--- src/rtl/wb_mem_arbiter_pkg.sv ---
// Shared definitions for the two-master Wishbone memory arbiter:
// FSM state encodings, cycle-type constants and the watchdog width helper.
package wb_mem_arbiter_pkg;

    typedef enum logic [1:0] {
        ST_IDLE  = 2'd0,
        ST_GRANT = 2'd1,
        ST_ABORT = 2'd2
    } arb_state_e;

    // Wishbone B3 cycle type identifiers
    localparam logic [2:0] CTI_CLASSIC = 3'b000;
    localparam logic [2:0] CTI_INCR    = 3'b010;
    localparam logic [2:0] CTI_EOB     = 3'b111;

    // Watchdog counter width: enough to hold TIMEOUT, never narrower than 1 bit
    function automatic int wd_width(input int timeout);
        int w;
        w = $clog2(timeout + 1);
        return (w < 1) ? 1 : w;
    endfunction

endpackage

--- src/rtl/wb_mem_arbiter_watchdog.sv ---
// Counts consecutive unanswered strobe cycles of the current owner and flags
// expiry on the cycle the count reaches TIMEOUT-1 with still no response.
// TIMEOUT = 0 disables expiry entirely.
module wb_mem_arbiter_watchdog
    import wb_mem_arbiter_pkg::*;
#(
    parameter int TIMEOUT = 256
) (
    input  logic i_clk,
    input  logic i_rst,
    input  logic i_run,
    output logic o_expire
);

    localparam int WDW = wd_width(TIMEOUT);
    localparam logic [WDW-1:0] LIMIT = (TIMEOUT == 0) ? '0 : WDW'(TIMEOUT - 1);

    logic [WDW-1:0] r_wd;

    // Count while the owner strobes unanswered; any other cycle restarts the count
    always_ff @(posedge i_clk) begin
        if (i_rst || !i_run) begin
            r_wd <= '0;
        end else begin
            r_wd <= r_wd + WDW'(1);
        end
    end

    assign o_expire = (TIMEOUT != 0) && i_run && (r_wd == LIMIT);

endmodule

--- src/rtl/wb_mem_arbiter.sv ---
// Two-master Wishbone B3 arbiter in front of a single memory slave port.
// Round-robin grant held for the whole cyc so bursts are never split; a
// watchdog aborts strobes the slave never answers with a one-cycle err.
// Handshake: a beat completes in any cycle where the owner's cyc and stb are
// high and the slave returns ack (or err); ack/err pass straight through to
// the owner only, and the non-owner sees neither.
module wb_mem_arbiter
    import wb_mem_arbiter_pkg::*;
#(
    parameter int AW      = 32,
    parameter int DW      = 32,
    parameter int TIMEOUT = 256
) (
    input  logic            wb_clk_i,
    input  logic            wb_rst_i,
    input  logic [AW-1:0]   m0_adr_i,
    input  logic [DW-1:0]   m0_dat_i,
    input  logic [DW/8-1:0] m0_sel_i,
    input  logic            m0_we_i,
    input  logic            m0_cyc_i,
    input  logic            m0_stb_i,
    input  logic [2:0]      m0_cti_i,
    input  logic [1:0]      m0_bte_i,
    output logic [DW-1:0]   m0_dat_o,
    output logic            m0_ack_o,
    output logic            m0_err_o,
    input  logic [AW-1:0]   m1_adr_i,
    input  logic [DW-1:0]   m1_dat_i,
    input  logic [DW/8-1:0] m1_sel_i,
    input  logic            m1_we_i,
    input  logic            m1_cyc_i,
    input  logic            m1_stb_i,
    input  logic [2:0]      m1_cti_i,
    input  logic [1:0]      m1_bte_i,
    output logic [DW-1:0]   m1_dat_o,
    output logic            m1_ack_o,
    output logic            m1_err_o,
    output logic [AW-1:0]   s_adr_o,
    output logic [DW-1:0]   s_dat_o,
    output logic [DW/8-1:0] s_sel_o,
    output logic            s_we_o,
    output logic            s_cyc_o,
    output logic            s_stb_o,
    output logic [2:0]      s_cti_o,
    output logic [1:0]      s_bte_o,
    input  logic [DW-1:0]   s_dat_i,
    input  logic            s_ack_i,
    input  logic            s_err_i,
    output logic            timeout_o,
    output arb_state_e      state_o
);

    arb_state_e r_state;
    logic       r_owner;
    logic       r_last;

    logic w_own_cyc;
    logic w_own_stb;
    logic w_oth_cyc;
    logic w_resp;
    logic w_wd_run;
    logic w_expire;
    logic w_pick;
    logic w_grant;
    logic w_abort;

    assign w_own_cyc = r_owner ? m1_cyc_i : m0_cyc_i;
    assign w_own_stb = r_owner ? m1_stb_i : m0_stb_i;
    assign w_oth_cyc = r_owner ? m0_cyc_i : m1_cyc_i;
    assign w_resp    = s_ack_i | s_err_i;
    assign w_wd_run  = (r_state == ST_GRANT) && w_own_cyc && w_own_stb && !w_resp;

    // Under contention the master that did not win last time is chosen
    assign w_pick = (m0_cyc_i && m1_cyc_i) ? ~r_last : m1_cyc_i;

    wb_mem_arbiter_watchdog #(
        .TIMEOUT (TIMEOUT)
    ) u_watchdog (
        .i_clk    (wb_clk_i),
        .i_rst    (wb_rst_i),
        .i_run    (w_wd_run),
        .o_expire (w_expire)
    );

    // Arbitration FSM: grant, direct hand-over on release, one-cycle abort
    always_ff @(posedge wb_clk_i) begin
        if (wb_rst_i) begin
            r_state <= ST_IDLE;
            r_owner <= 1'b0;
            r_last  <= 1'b1;
        end else begin
            case (r_state)
                ST_IDLE: begin
                    if (m0_cyc_i || m1_cyc_i) begin
                        r_state <= ST_GRANT;
                        r_owner <= w_pick;
                        r_last  <= w_pick;
                    end
                end
                ST_GRANT: begin
                    if (!w_own_cyc) begin
                        if (w_oth_cyc) begin
                            r_owner <= ~r_owner;
                            r_last  <= ~r_owner;
                        end else begin
                            r_state <= ST_IDLE;
                        end
                    end else if (w_expire) begin
                        r_state <= ST_ABORT;
                    end
                end
                ST_ABORT: begin
                    r_state <= ST_GRANT;
                end
                default: begin
                    r_state <= ST_IDLE;
                end
            endcase
        end
    end

    // Outputs are forced quiet while reset is held so an interrupted master gets no response
    assign w_grant = (r_state == ST_GRANT) && !wb_rst_i;
    assign w_abort = (r_state == ST_ABORT) && !wb_rst_i;

    // Slave-side mux of the owner's request and owner-only response routing
    always_comb begin
        s_adr_o   = '0;
        s_dat_o   = '0;
        s_sel_o   = '0;
        s_we_o    = 1'b0;
        s_cyc_o   = 1'b0;
        s_stb_o   = 1'b0;
        s_cti_o   = '0;
        s_bte_o   = '0;
        m0_ack_o  = 1'b0;
        m0_err_o  = 1'b0;
        m1_ack_o  = 1'b0;
        m1_err_o  = 1'b0;
        timeout_o = 1'b0;
        if (w_grant) begin
            s_adr_o = r_owner ? m1_adr_i : m0_adr_i;
            s_dat_o = r_owner ? m1_dat_i : m0_dat_i;
            s_sel_o = r_owner ? m1_sel_i : m0_sel_i;
            s_we_o  = r_owner ? m1_we_i  : m0_we_i;
            s_cyc_o = w_own_cyc;
            s_stb_o = w_own_stb;
            s_cti_o = r_owner ? m1_cti_i : m0_cti_i;
            s_bte_o = r_owner ? m1_bte_i : m0_bte_i;
            m0_ack_o = !r_owner && s_ack_i;
            m0_err_o = !r_owner && s_err_i;
            m1_ack_o = r_owner && s_ack_i;
            m1_err_o = r_owner && s_err_i;
        end else if (w_abort) begin
            m0_err_o  = !r_owner;
            m1_err_o  = r_owner;
            timeout_o = 1'b1;
        end
    end

    assign m0_dat_o = s_dat_i;
    assign m1_dat_o = s_dat_i;
    assign state_o  = r_state;

endmodule

--- config.mk ---
export PLATFORM = sky130hd
export DESIGN_NAME = wb_mem_arbiter
export DESIGN_NICKNAME = d
export VERILOG_FILES = /design/src/rtl/wb_mem_arbiter_pkg.sv /design/src/rtl/wb_mem_arbiter_watchdog.sv /design/src/rtl/wb_mem_arbiter.sv
export SDC_FILE = /design/constraint.sdc
export NUM_CORES = 1
export LEC_CHECK = 0
export ABC_AREA = 1
export BUFFER_PORTS_ARGS = -buffer_cell sky130_fd_sc_hd__buf_4
export CORE_AREA = 3 3 130 132
export DETAILED_ROUTE_END_ITERATION = 16
export DIE_AREA = 0 0 133 135
export PLACE_DENSITY = 0.52
export SKIP_CTS_REPAIR_TIMING = 1
export SLEW_MARGIN = 10
export SYNTH_ARGS = -nofsm -noshare
export SYNTH_HDL_FRONTEND = slang
export SYNTH_SLANG_ARGS = --single-unit
--- constraint.sdc ---
create_clock -name wb_clk_i -period 5 [get_ports wb_clk_i]
set_input_delay 1 -clock wb_clk_i [delete_from_list [all_inputs] [get_ports wb_clk_i]]
set_output_delay 1 -clock wb_clk_i [all_outputs]
set_load 0.005 [all_outputs]
==> results_dict.tcl, run 1 <==
set metrics [dict create \
    status "finished, final reports clean" \
    dpl.hpwl_um 8040 \
    period_needed_ns 3.06 \
    critical_path_peak_fanout 44 \
    die_w_um 133 \
    clock_latency_ns 0.24 \
    ios 335 \
    area.growth.synth_to_final_pct 68.2 \
    cap_violations 0 \
    viasPerCell 3.83 \
    clkSlewWorstSetupHoldPaths_ns 0.04 \
    initialDrtViolationCount 102 \
    gr-usage-met3_pct 2.65 \
    hold_depth 1 \
    gp_congestion 0.781 \
    die_h_um 135 \
    coreArea_sq_um 15800 \
    yosys_warnings 0 \
    hold_viol 0 \
    ys_async_sr_fraction_pct 0 \
    synth_nets 608 \
    synthTopCellsByArea "nand2_1 (29%), buf_4 (22%), a21oi_1 (17%)" \
    placed_cells 787 \
    synth_seq_area_share_pct 11.4 \
    grtUsageMet2_pct 17.1 \
    syn_avg_cell_area_sq_um 5.44 \
    cts-root-buf "clkbuf_16" \
    synth_edf_count 0 \
    num_antenna_cells 0 \
    worst_slew_pin_slew_ns 0.870 \
    fin_ws_ns 1.94 \
    synth_common_cells "nand2_1 (174), a21oi_1 (77), buf_4 (67), inv_1 (16), nor2_1 (15)" \
    grt_setup_unrepaired "false" \
    final.setup_skew_ns 0.00243 \
    ys_types 24 \
    num_vias 3031 \
    path_common_cell "buf_4" \
    hp-class "flip-flop to flip-flop" \
    cts_buffers 3 \
    synth_top_cell_by_area "nand2_1" \
    wl_per_cell_um 13.1 \
    worstPathArrival_ns 2.06 \
    cts_tree "built" \
    drc_errors 0 \
    synth_top_area_share_pct 28.7 \
    final_antenna_net_count 0 \
    p_total_uw 667 \
    synth_area_sq_um 2270 \
    end_kind "primary output" \
    pre_cts_ws_ns 2.04 \
    slowest_delay_ns 0.59 \
    drtPass1Iterations 4 \
    grt_pass1_wl_um 15400 \
    maxClockFrequency_ghz 0.327 \
    cts.sinks 13 \
    die_area_sq_um 18000 \
    finalSetupViolCount 0 \
    tns_ns 0 \
    cp.required_ns 4.00 \
    grt-ovfl-total 0 \
    path_cells "inv_2 -> buf_4 -> nand2_1 -> a21oi_1 -> buf_4" \
    drv_slew 0 \
    wl_um 10400 \
    busiest_layer "met2" \
    cts_buffer_depth 2 \
    crit_slowest_cell "inv_2" \
    io_buffers 238 \
    htree_levels 1 \
    nets 766 \
    critPathLaunchType "flip-flop" \
    antenna_found_initial 0 \
    start_util_pct 14.4 \
    critPathKind "flip-flop to primary output" \
    grt_usage_pct 10.3 \
    peakVddDrop_mv 0.160 \
    grt_max_degree 84 \
    p_leak_nw 2.02 \
    ys_ff_latch 13 \
    grt_util_met1_pct 13.1 \
    cellPowerDensity_nw_per_um2 174 \
    layout-drive-gt1-share_pct 44.3 \
    rows 46 \
    synthCells 418 \
    post-route-period-util_pct 61.2 \
    grt_pass1_vias 2944 \
    synth_most_common_cell "nand2_1" \
    slew_headroom_pct 42.0 \
    ys.flop_type "dfxtp_1" \
    finalNonFillerCells 791 \
    r2r_cells 11 \
    post-route-util_pct 24.2 \
]
[state kept, by name, indices dropped and copies added (netlist names)]
register,count
r_owner,1
r_last,1
state_o,2
u_watchdog.r_wd,9
[layout by cell type, fill, tap and decap left out]
cell type  synthesis  final
a21oi_1           77     77
clkbuf_16          0      3
nor2_2             1      1
o21ai_0            2      2
xnor2_1            1      1
dfxtp_1           13     12
nand3_4            1      1
nor2_4             2      2
inv_1             16     16
dfxtp_4            0      1
nor2_1            15     15
buf_4             67    241
nand3b_1           1      1
xor2_1             3      3
clkbuf_1           6      1
nand2_2            1      1
o21ai_1            1      1
ha_1               2      2
nor3_1             3      3
inv_2              3      3
or2_2              1      1
nand2_1          174    174
nand3_1           11     11
a31oi_1            1      1
buf_12             0      1
[worst max-delay path: cells and delay by family (launching register included)]
family | cells | cell delay (ns)
buffers and inverters | 3 | 1.14
DFF | 1 | 0.33
and+or+nand+nor | 1 | 0.08
AOI/OAI and AO/OA | 1 | 0.25
[per-stage QoR]
stage               area, sq um  hold slack [ns]
finish                     3830            0.445
global route               3830            0.473
CTS                        3830            0.447
detailed placement         3750            0.437
global placement           3750            0.433
floorplan                  2270            0.418
[area by class of cell]
type	instances	area, sq um
well taps	216	270
repair buffers	242	1830
flip-flops and latches	13	264
inverters	19	71.3
multi-input cells	297	1310
fillers	1811	12000
clock buffers	4	78.8
[where the power goes]
part	total, mW	switching, mW	internal [mW]
Sequential	0.114	0.00421	0.110
Combinational	0.402	0.210	0.192
Clock	0.150	0.0426	0.107
Total	0.667	0.257	0.410
[per-layer routing]
layer	routed length, um	vias up	share of wire, %
li1	-	1562	-
met1	4320	1293	42
met2	4930	149	48
met3	859	27	8.3
met4	265	0	2.6
met5	0	-	0
[final timing paths]
check / endpoint / slack, ns / startpoint
worst max register to register: state_o[0] / 3.15 / u_watchdog.r_wd[0]
worst min register to register: u_watchdog.r_wd[0] / 0.44 / u_watchdog.r_wd[0]
worst max-delay path: s_adr_o[12] / 1.94 / r_owner
worst min-delay path: u_watchdog.r_wd[0] / 0.44 / u_watchdog.r_wd[0]
[cell families after synthesis]
logic type / after synthesis / synth area share (%)
flops: 13 / 11.4
simple gates: 210 / 37.2
compound gates: 81 / 17.9
xor+xnor: 4 / 1.54
buf+inv: 108 / 30.9
fa+ha+maj: 2 / 1.10
(Power assumes the default switching activity.)
==> inputs of run 2 (changes only) <==
--- a/config.mk
+++ b/config.mk
@@ -7,10 +7,10 @@
 export LEC_CHECK = 0
 export ABC_AREA = 1
 export BUFFER_PORTS_ARGS = -buffer_cell sky130_fd_sc_hd__buf_4
-export CORE_AREA = 3 3 130 132
+export CORE_AREA = 3 3 129 131
 export DETAILED_ROUTE_END_ITERATION = 16
-export DIE_AREA = 0 0 133 135
-export PLACE_DENSITY = 0.52
+export DIE_AREA = 0 0 132 134
+export PLACE_DENSITY = 0.54
 export SKIP_CTS_REPAIR_TIMING = 1
 export SLEW_MARGIN = 10
 export SYNTH_ARGS = -nofsm -noshare
==> constraint.sdc (replaced) <==
create_clock -name wb_clk_i -period 2.5 [get_ports wb_clk_i]
set_input_delay 0.5 -clock wb_clk_i [delete_from_list [all_inputs] [get_ports wb_clk_i]]
set_output_delay 0.5 -clock wb_clk_i [all_outputs]
set_load 0.005 [all_outputs]
==> results_dict.tcl, run 2 (synthesis gave the netlist of run 1 again) <==
set metrics [dict create \
    io_buffers 238 \
    grt_pass1_vias 2855 \
    final_common_cell "buf_4" \
    nFillCells 1819 \
    ios 335 \
    grt-ovfl-total 0 \
    worstPathArrival_ns 1.57 \
    netSwitchingFraction_pct 38.3 \
    final_antenna_net_count 0 \
    r2r_cells 11 \
    drtPass1Iterations 5 \
    clock_latency_ns 0.24 \
    end_kind "primary output" \
    cp.depth 6 \
    area.growth.synth_to_final_pct 69.1 \
    r2r_end "state_o[0]" \
    intPower_uw 828 \
    slew_headroom_pct 69.2 \
    critical_path_peak_fanout 44 \
    cts-root-buf "clkbuf_16" \
    coreArea_sq_um 15700 \
    critPathLaunchType "flip-flop" \
    multiInputGateArea_sq_um 1310 \
    critPathTopFamily "buffers and inverters" \
    viasPerCell 3.88 \
    final.setup_skew_ns 0.00125 \
    drv_slew 0 \
    hold_viol 0 \
    clkSlewWorstSetupHoldPaths_ns 0.04 \
    grt_setup_unrepaired "false" \
    cts_buffer_depth 2 \
    hp-class "flip-flop to flip-flop" \
    clock_power_share_pct 22.2 \
    start_util_pct 14.5 \
    rows 46 \
    initialDrtViolationCount 169 \
    grt_usage_pct 10.4 \
    num_antenna_cells 0 \
    grt_max_degree 80 \
    r2r-start "u_watchdog.r_wd[0]" \
    worst_slew_pin_slew_ns 0.462 \
    die_h_um 134 \
    peakVddDrop_mv 0.254 \
    p_leak_nw 2.03 \
    worstSetupStartpoint "state_o[0]" \
    finalSetupViolCount 0 \
    cp.required_ns 2.00 \
    drc_errors 0 \
    critical_path_buf_inv_count 3 \
    path_cells "nand2_2 -> nor2_4 -> inv_2 -> buf_4 -> a21oi_1 -> buf_4" \
    nets 767 \
    critPathKind "flip-flop to primary output" \
    gp_congestion 0.741 \
    antenna_found_initial 0 \
    maxClockFrequency_ghz 0.482 \
    cellPowerDensity_nw_per_um2 349 \
    path_common_cell "buf_4" \
    p_total_mw 1.34 \
    tns_ns 0 \
    seq_area_sq_um 264 \
    num_vias 3074 \
    slowest_delay_ns 0.40 \
    die_area_sq_um 17700 \
    cap_violations 0 \
    r2r_slack_ns 0.63 \
    regMostFlops "u_watchdog.r_wd" \
    cts.sinks 13 \
    post-route-period-util_pct 82.9 \
    most-common-layout-cells "buf_4 (241), nand2_1 (174), a21oi_1 (77)" \
    cts_buffers 3 \
    dpl.hpwl_um 8170 \
    htree_levels 1 \
    critPathCapture "s_dat_o[27]" \
    status "finished, final reports clean" \
    largest_reg_flops 9 \
    wl_um 10200 \
    layout-drive-gt1-share_pct 44.4 \
    p_seq_share_pct 17.3 \
    netSwitchingPower_uw 514 \
    wl_per_cell_um 12.9 \
    period_needed_ns 2.07 \
    die_w_um 132 \
    pwr-share-comb_pct 60.5 \
    crit_slowest_cell "dfxtp_1" \
    grt_pass1_wl_um 15500 \
    cts_tree "built" \
]
-- run 2: changes by cell type in the layout (fill, tap and decap cells not counted), sizes merged --
cell / before / now
buf: 242 / 243
-- run 2: final cells by class --
type	instances	share of cell area, %
Sequential cell	13	6.86
Timing Repair Buffer	243	48.1
Multi-Input combinational cell	297	34.1
Tap cell	216	7.03
Inverter	19	1.85
Clock buffer	4	2.05
-- run 2: how the worst min path moves through the flow --
stage	from	cells after the start	slack (ns)	end
after global routing	wb_rst_i	2	0.47	r_owner
after detailed placement	u_watchdog.r_wd[0]	1	0.44	u_watchdog.r_wd[0]
after CTS	u_watchdog.r_wd[0]	1	0.45	u_watchdog.r_wd[0]
final	u_watchdog.r_wd[0]	1	0.44	u_watchdog.r_wd[0]
after floorplan	u_watchdog.r_wd[0]	1	0.42	u_watchdog.r_wd[0]
after global placement	u_watchdog.r_wd[0]	1	0.43	u_watchdog.r_wd[0]
-- run 2: metrics by stage --
stage	utilization, %	hold WS [ns]	cell area, sq um	instances	setup slack (ns)
final	24.5	0.445	3850	792	0.427
after floorplan	-	0.418	2270	418	0.819
after CTS	24.5	0.451	3850	792	0.423
after global routing	24.5	0.470	3850	792	0.301
after detailed placement	24.0	0.441	3770	788	0.557
after global placement	24.0	0.432	3770	788	0.550
-- run 2: power groups by stage --
stage	registers (mW)	logic, mW	clock network [mW]
finish	0.232	0.811	0.298
global route	0.234	0.911	0.315
CTS	0.233	0.824	0.307
detailed placement	0.237	0.819	0
global placement	0.236	0.827	0
floorplan	0.231	0.480	0
-- run 2: metal layers --
metal  wire, um  GRT usage, %  up-vias  share of wire, %
met4        216          2.74        0               2.1
met5          0             0        -                 0
met2       4800          17.2      151                47
met3        904          2.40       25               8.9
met1       4280          13.8     1335                42
li1           -             -     1563                 -
